### config.mk
export PLATFORM = sky130hd
export DESIGN_NAME = mux_dff_arbiter_flat
export DESIGN_NICKNAME = d
export VERILOG_FILES = /design/src/rtl/mux_dff_arbiter_if.sv /design/src/rtl/mux_dff_arbiter.sv /design/src/flat_wrapper.sv
export SDC_FILE = /design/constraint.sdc
export NUM_CORES = 1
export LEC_CHECK = 0
export CAP_MARGIN = 10
export CORE_AREA = 4 4 41 43
export DETAILED_ROUTE_END_ITERATION = 10
export DIE_AREA = 0 0 45 47
export HOLD_SLACK_MARGIN = 0.03
export PLACE_DENSITY_LB_ADDON = 0.05
export SETUP_SLACK_MARGIN = 0.02
export SYNTH_ARGS = -nofsm -noshare
export SYNTH_HDL_FRONTEND = slang
export SYNTH_SLANG_ARGS = --single-unit
### constraint.sdc
create_clock -name clk -period 2.1 [get_ports clk]
set_input_delay 0.21 -clock clk [delete_from_list [all_inputs] [get_ports clk]]
set_output_delay 0.21 -clock clk [all_outputs]
set_load 0.01 [all_outputs]
### src/rtl/mux_dff_arbiter_if.sv
// Handshake bundle between two requesters, the shared mux-flop arbiter and its consumer.
// The master side drives requests and out_ready; the slave side is the arbiter.
interface mux_dff_arbiter_if #(
  parameter int WIDTH = 1
);
  logic             req0_valid;
  logic [WIDTH-1:0] req0_data;
  logic             req0_last;
  logic             req0_ready;
  logic             req1_valid;
  logic [WIDTH-1:0] req1_data;
  logic             req1_last;
  logic             req1_ready;
  logic             out_valid;
  logic [WIDTH-1:0] out_data;
  logic             out_last;
  logic             out_src;
  logic             out_ready;
  logic             sel;
  logic             busy;

  modport master (
    output req0_valid, req0_data, req0_last,
    output req1_valid, req1_data, req1_last,
    output out_ready,
    input  req0_ready, req1_ready,
    input  out_valid, out_data, out_last, out_src, sel, busy
  );

  modport slave (
    input  req0_valid, req0_data, req0_last,
    input  req1_valid, req1_data, req1_last,
    input  out_ready,
    output req0_ready, req1_ready,
    output out_valid, out_data, out_last, out_src, sel, busy
  );
endinterface

### src/rtl/mux_dff_arbiter.sv
// Two-requester round-robin packet arbiter feeding a registered 2:1 mux-flop.
// A grant stays locked from a packet's first beat until its last beat is accepted.
module mux_dff_arbiter #(
  parameter int WIDTH = 1
) (
  input  logic             clk,
  input  logic             rst,
  mux_dff_arbiter_if.slave bus
);
  // state | meaning
  // IDLE  | no packet in flight; round-robin chooses the next winner
  // LOCK0 | requester 0 mid-packet; requester 1 blocked
  // LOCK1 | requester 1 mid-packet; requester 0 blocked
  typedef enum logic [1:0] {
    IDLE  = 2'd0,
    LOCK0 = 2'd1,
    LOCK1 = 2'd2
  } state_t;

  state_t           state_q, state_d;
  logic             rr_last_q, rr_last_d;
  logic             out_valid_q, out_valid_d;
  logic [WIDTH-1:0] out_data_q, out_data_d;
  logic             out_last_q, out_last_d;
  logic             out_src_q, out_src_d;

  logic             sel;
  logic             can_accept;
  logic             ready0, ready1;
  logic             accept;
  logic [WIDTH-1:0] mux_data;
  logic             mux_last;

  always_comb begin
    sel = rr_last_q;
    case (state_q)
      LOCK0:   sel = 1'b0;
      LOCK1:   sel = 1'b1;
      default: begin
        if (bus.req0_valid && !bus.req1_valid)      sel = 1'b0;
        else if (bus.req1_valid && !bus.req0_valid) sel = 1'b1;
        else if (bus.req0_valid && bus.req1_valid)  sel = !rr_last_q;
        else                                        sel = rr_last_q;
      end
    endcase
  end

  // Readies are held low while reset is asserted so nothing looks accepted.
  always_comb begin
    can_accept = !out_valid_q || bus.out_ready;
    ready0     = rst && can_accept && !sel && (state_q == IDLE || state_q == LOCK0);
    ready1     = rst && can_accept &&  sel && (state_q == IDLE || state_q == LOCK1);
    accept     = (bus.req0_valid && ready0) || (bus.req1_valid && ready1);
    mux_data   = sel ? bus.req1_data : bus.req0_data;
    mux_last   = sel ? bus.req1_last : bus.req0_last;
  end

  always_comb begin
    state_d     = state_q;
    rr_last_d   = rr_last_q;
    out_valid_d = out_valid_q;
    out_data_d  = out_data_q;
    out_last_d  = out_last_q;
    out_src_d   = out_src_q;
    if (accept) begin
      out_valid_d = 1'b1;
      out_data_d  = mux_data;
      out_last_d  = mux_last;
      out_src_d   = sel;
      rr_last_d   = sel;
      if (mux_last)  state_d = IDLE;
      else if (sel)  state_d = LOCK1;
      else           state_d = LOCK0;
    end else if (out_valid_q && bus.out_ready) begin
      out_valid_d = 1'b0;
    end
  end

  always_ff @(posedge clk or negedge rst) begin
    if (!rst) begin
      state_q     <= IDLE;
      rr_last_q   <= 1'b1;
      out_valid_q <= 1'b0;
      out_data_q  <= '0;
      out_last_q  <= 1'b0;
      out_src_q   <= 1'b0;
    end else begin
      state_q     <= state_d;
      rr_last_q   <= rr_last_d;
      out_valid_q <= out_valid_d;
      out_data_q  <= out_data_d;
      out_last_q  <= out_last_d;
      out_src_q   <= out_src_d;
    end
  end

  assign bus.req0_ready = ready0;
  assign bus.req1_ready = ready1;
  assign bus.out_valid  = out_valid_q;
  assign bus.out_data   = out_data_q;
  assign bus.out_last   = out_last_q;
  assign bus.out_src    = out_src_q;
  assign bus.sel        = sel;
  assign bus.busy       = (state_q != IDLE);

endmodule

### src/flat_wrapper.sv
// flat-port wrapper written by rule: the top's interface ports become plain ports
module mux_dff_arbiter_flat 
#(
  parameter int WIDTH = 1
)
  (clk, rst, bus_req0_valid, bus_req0_data, bus_req0_last, bus_req1_valid, bus_req1_data, bus_req1_last, bus_out_ready, bus_req0_ready, bus_req1_ready, bus_out_valid, bus_out_data, bus_out_last, bus_out_src, bus_sel, bus_busy);
  mux_dff_arbiter_if #(.WIDTH(WIDTH)) bus_i ();
  input  logic clk;
  input  logic rst;
  input wire logic [$bits(bus_i.req0_valid)-1:0] bus_req0_valid;
  input wire logic [$bits(bus_i.req0_data)-1:0] bus_req0_data;
  input wire logic [$bits(bus_i.req0_last)-1:0] bus_req0_last;
  input wire logic [$bits(bus_i.req1_valid)-1:0] bus_req1_valid;
  input wire logic [$bits(bus_i.req1_data)-1:0] bus_req1_data;
  input wire logic [$bits(bus_i.req1_last)-1:0] bus_req1_last;
  input wire logic [$bits(bus_i.out_ready)-1:0] bus_out_ready;
  output wire logic [$bits(bus_i.req0_ready)-1:0] bus_req0_ready;
  output wire logic [$bits(bus_i.req1_ready)-1:0] bus_req1_ready;
  output wire logic [$bits(bus_i.out_valid)-1:0] bus_out_valid;
  output wire logic [$bits(bus_i.out_data)-1:0] bus_out_data;
  output wire logic [$bits(bus_i.out_last)-1:0] bus_out_last;
  output wire logic [$bits(bus_i.out_src)-1:0] bus_out_src;
  output wire logic [$bits(bus_i.sel)-1:0] bus_sel;
  output wire logic [$bits(bus_i.busy)-1:0] bus_busy;
  assign bus_i.req0_valid = bus_req0_valid;
  assign bus_i.req0_data = bus_req0_data;
  assign bus_i.req0_last = bus_req0_last;
  assign bus_i.req1_valid = bus_req1_valid;
  assign bus_i.req1_data = bus_req1_data;
  assign bus_i.req1_last = bus_req1_last;
  assign bus_i.out_ready = bus_out_ready;
  assign bus_req0_ready = bus_i.req0_ready;
  assign bus_req1_ready = bus_i.req1_ready;
  assign bus_out_valid = bus_i.out_valid;
  assign bus_out_data = bus_i.out_data;
  assign bus_out_last = bus_i.out_last;
  assign bus_out_src = bus_i.out_src;
  assign bus_sel = bus_i.sel;
  assign bus_busy = bus_i.busy;
  mux_dff_arbiter #(.WIDTH(WIDTH)) u_core (.clk(clk), .rst(rst), .bus(bus_i));
endmodule
# Word level (Yosys, flattened, before mapping)
# Index checks and enable logic that the tools add are counted.
# word_totals
output_inout_bits	8
rom_bits	0
mem_bits_rw	0
elab_cells	41
reg_bits	7
input_bits	9
latchBits	0
n_memories	0
# classes
multipliers	0
n_eq_ne	2
order_cmp	0
div_mod_pow	0
bitwise_logic	0
mux	10
add_sub_neg	0
n_reduce_logical	23
shifts	0
# ops
op	count
$logic_and 1x1->1	11
$mux 1	7
$logic_not 1->1	5
$logic_or 1x1->1	4
$mux 2	2
$reduce_bool 2->1	2
$eq 2x1->1 const B	1
$eq 2x2->1 const B	1
$logic_not 2->1	1
$pmux 1 s2	1

# Logic depth before layout (Yosys ltp)
# depth
ltp_word	11
ltp_mapped	7
ltp_nobuf	6

# Worst setup path after synthesis
# Ideal clock, no wire load.
# synth_timing
path_kind	register to register
from	register u_core.state_q[0]
to	register u_core.state_q[1]
t_arrival_ns	1.591
t_required_ns	1.980
n_path_buf	1
setup_time_ns	0.120
slack_ns	0.389
path_stages_with_launch	8
period_less_slack_ns	1.711
path_cell_list	dfrtp_1 -> inv_1 -> ha_1 -> a2bb2oi_2 -> nand4_2 -> or2_1 -> buf_6 -> a31o_2
# synth_via
elab_chain_cells	7
word_cells_on_any_way	17
cone_classes	2 x eq/ne; 4 x mux; 11 x reduce/logical
# synth_lines
element	line	rtl
start, declared	mux_dff_arbiter.sv:20	state_t state_q, state_d;
start signal, assigned	mux_dff_arbiter.sv:88	state_q <= state_d;
$eq 2x2->1 / $eq 2x1->1 (equally long branches)	mux_dff_arbiter.sv:36, mux_dff_arbiter.sv:52, mux_dff_arbiter.sv:51	
$pmux 1 s2	mux_dff_arbiter.sv:36	case (state_q)
$logic_not 1->1	mux_dff_arbiter.sv:51	ready0 = rst && can_accept && !sel && (state_q == IDLE || state_q == LOCK0);
$logic_and 1x1->1 (2 in series)	mux_dff_arbiter.sv:51	
$logic_and 1x1->1	mux_dff_arbiter.sv:53	accept = (bus.req0_valid && ready0) || (bus.req1_valid && ready1);
$logic_or 1x1->1	mux_dff_arbiter.sv:53	
# Parallel ways exist; a longest one is shown, timed or not.
# A chain may end at the register's enable or synchronous reset.

# Worst setup path in the final report
# layout_timing
from	register u_core.state_q[0]
to	output port bus_sel
# layout_via
elab_chain_cells	2
word_cells_on_any_way	3
cone_classes	2 x eq/ne; 1 x mux
# layout_lines
element	line	rtl
$eq 2x2->1 / $eq 2x1->1 (equally long branches)	mux_dff_arbiter.sv:36	
$pmux 1 s2 *	mux_dff_arbiter.sv:36	
end, declared	flat_wrapper.sv:23	output wire logic [$bits(bus_i.sel)-1:0] bus_sel;
# Mark *: on every way between the ends. The rest lies on a longest branch, timed or not.

==> summary.txt <==
Route
  • Final antenna-violating net count: 0
  • DRC Markers: 0
  • Via-per-instance ratio: 4.80
  • Vias: 398
  • DRT Pass-1 Iters: 2
  • Post-Route WL: 989 µm
  • Routed len/inst: 11.9 µm
  • Initial detailed-routing violation count: 2

Pwr
  • Psw: 384 µW
  • P_int: 644 µW
  • Pwr Density: between 1500 and 2000 mW/mm²
  • Combinational power share: 0.644
  • Clock power share: 0.113
  • Sw frac: 0.374
  • Part of the power in registers: 0.243
  • Power Total: 1.03 mW
  • Max VDD drop: 0.725 mV
  • Leak Pwr: between 0.2 and 0.3 nW

Timing
  • Final Hold Fails: 0
  • Least-Margin Pin Slew: around 0.38 ns
  • Tcrit/Tclk final: 0.935
  • Final-layout worst hold slack: ~0.38 ns
  • Setup Skew: 0.00449 ns
  • Final slew viol count: 0
  • Setup TNS: 0 ns
  • Final setup fails: 0
  • Min Tclk post-route: 1.96 ns
  • FMAX: roughly 510 MHz
  • RSZ-0062 raised after global routing: false
  • Max-Slew Margin vs Limit: 0.743
  • Setup ws final: 0.136 ns

Setup path
  • Critical path's largest stage delay: 0.52 ns
  • CP Max Fanout: 3
  • Setup CP Type: reg2out
  • CP max-delay cell: clkdlybuf4s50_1
  • CP Launch Type: register
  • RR Startpoint: u_core.state_q[0]$_DFFE_PN0P_
  • Crit path DAT: approximately 1.8 ns
  • Critical path, cell by cell: inv_2 -> ha_2 -> nand2b_1 -> o21ai_0 -> inv_1 -> clkdlybuf4s50_1
  • R2R depth: 6
  • Buf/Inv on CP: 3
  • R2R Setup Slk: 0.36 ns
  • CP Capture Type: primary output
  • R2r endpoint: u_core.bus.out_last$_DFFE_PN0P_
  • Critical path required time: 1.89 ns
  • CP top delay family: buffers and inverters

Place
  • # port buffers: 16
  • Setup WS pre-CTS: 0.179 ns
  • GP Congestion: 0.703
  • Placed cell count: 79
  • DP HPWL: 851 µm

Logic synthesis
  • Flops & latches, synth: 7
  • Async SR Flop Fraction: 1.00
  • Cell variety after synth: 22
  • Syn avg cell area: 9.82 µm²
  • Syn nets: 58
  • Synth cell count leaders: dfrtp_1, inv_1, nor3_1
  • Post-synth EDFFs: 0
  • Sequential share of the synthesized area: 0.391
  • Cells after Synth: 46
  • Post-synth top area cell: dfrtp_1
  • Top post-synthesis cells by area: dfrtp_1, ha_1, a311oi_2
  • YS warnings: 0
  • Synth Cell Area: around 450 µm²
  • Ys flop type: dfrtp_1
  • Synth top area share: 0.332

Clock tree
  • Clock transition at path regs: 0.05 ns
  • Clk_lat worst skew: 0.24 ns
  • CTS tree: yes
  • CTS H-tree lvls: 1
  • Clock buffer depth: 2
  • CTS sink count: 7
  • Inserted Clock Buffers: 3
  • CTS root buf: clkbuf_4

GRT
  • Largest net degree at the start of global routing: 8
  • Vias in the first global route: slightly below 400
  • Initial antenna violation count: 0
  • Total track usage: 0.110
  • Global-route wire length before repair: 1.71 mm
  • GR Overflow Total: 0

Floorplanning
  • Initial Utilization: 0.347
  • I/O pin total: 17
  • Die Width: 45 µm
  • Die H: 47 µm
  • Rows: 13
  • CORE AREA: approximately 0.0013 mm²
  • Die area: 0.00212 mm²

Final layout
  • Area delta synth->final: 50.7%
  • Layout Cells excl Fill: slightly above 80
  • Layout cell share with drive strength beyond 1: 0.265
  • Nets: just over 80
  • N_diodes: 0

Job
  • MaxCap Viol Count: 0

Status
  • Outcome: completed

Min path
  • Worst hold path class: in2async
-- worst max-delay path by stage --
stage / from / endpoint / cells past startpoint
floorplan: u_core.state_q[0]$_DFFE_PN0P_ / u_core.state_q[1]$_DFFE_PN0P_ / 7
global placement: bus_req0_valid / bus_req0_ready / 5
detailed placement: bus_req0_valid / bus_req0_ready / 5
CTS: u_core.state_q[0]$_DFFE_PN0P_ / bus_sel / 6
global route: u_core.state_q[0]$_DFFE_PN0P_ / bus_sel / 6
finish: u_core.state_q[0]$_DFFE_PN0P_ / bus_sel / 6
-- metrics by stage --
stage / instance area [µm²] / utilization
after floorplan: 452 / -
after global placement: 642 / 0.493
after detailed placement: 642 / 0.493
after CTS: 681 / 0.523
after global routing: 681 / 0.523
final: 681 / 0.523
-- power groups by stage --
stage	registers [mW]	clock network, mW	logic, mW
5_1_grt	0.263	0.132	0.731
4_1_cts	0.249	0.121	0.672
2_1_floorplan	0.262	0	0.362
3_5_place_dp	0.251	0	0.646
3_3_place_gp	0.249	0	0.654
6_report	0.250	0.116	0.662
-- what timing repair did --
item | CTS | global route
gates resized for setup | 4 | 2
hold buffers | 0 | 0
setup buffers | 0 | 0
setup endpoints to repair | 3 | 1
-- kinds of logic (layout without fill, tap and decap cells) --
kind of cell / after synthesis / in the layout / synth area share
flip-flops: 7 / 7 / 0.391
adder cells (fa/ha/maj): 3 / 3 / 0.0831
buffers and inverters: 7 / 29 / 0.0748
AND/OR/NAND/NOR: 18 / 18 / 0.224
AO/OA/AOI/OAI: 11 / 11 / 0.227
-- registers in the layout, summed over array words and instances (netlist names) --
signal and count:
u_core.bus.out_valid 1, u_core.bus.out_data 1, u_core.state_q 2, u_core.rr_last_q 1, u_core.bus.out_last 1, u_core.bus.out_src 1
-- metal layers --
layer,track usage,part of all wire
met1,0.152,0.48
met2,0.172,0.47
met3,0.0115,0.047
met4,0.0526,0
met5,0,0
-- layout by cell type, fill, tap and decap left out, types with 2 or more instances in the layout --
master            n
clkdlybuf4s50_1  14
dfrtp_1           6
inv_1             4
nor3_1            4
nand2b_1          3
nor2_1            3
clkbuf_4          3
buf_4             3
inv_2             2
nand2_1           2
nand3_1           2
o211ai_1          2
a311oi_2          2
o21a_1            2
dlygate4sd2_1     2
-- area by class of cell --
class                      instances  area, µm²
clock buffer                       4       26.3
fill                             134        621
inverter                           6       22.5
multi-input combinational         32        256
sequential                         7        176
tap                               15       18.8
timing repair buffer              19        180
Power figures use the tool's default switching activity.
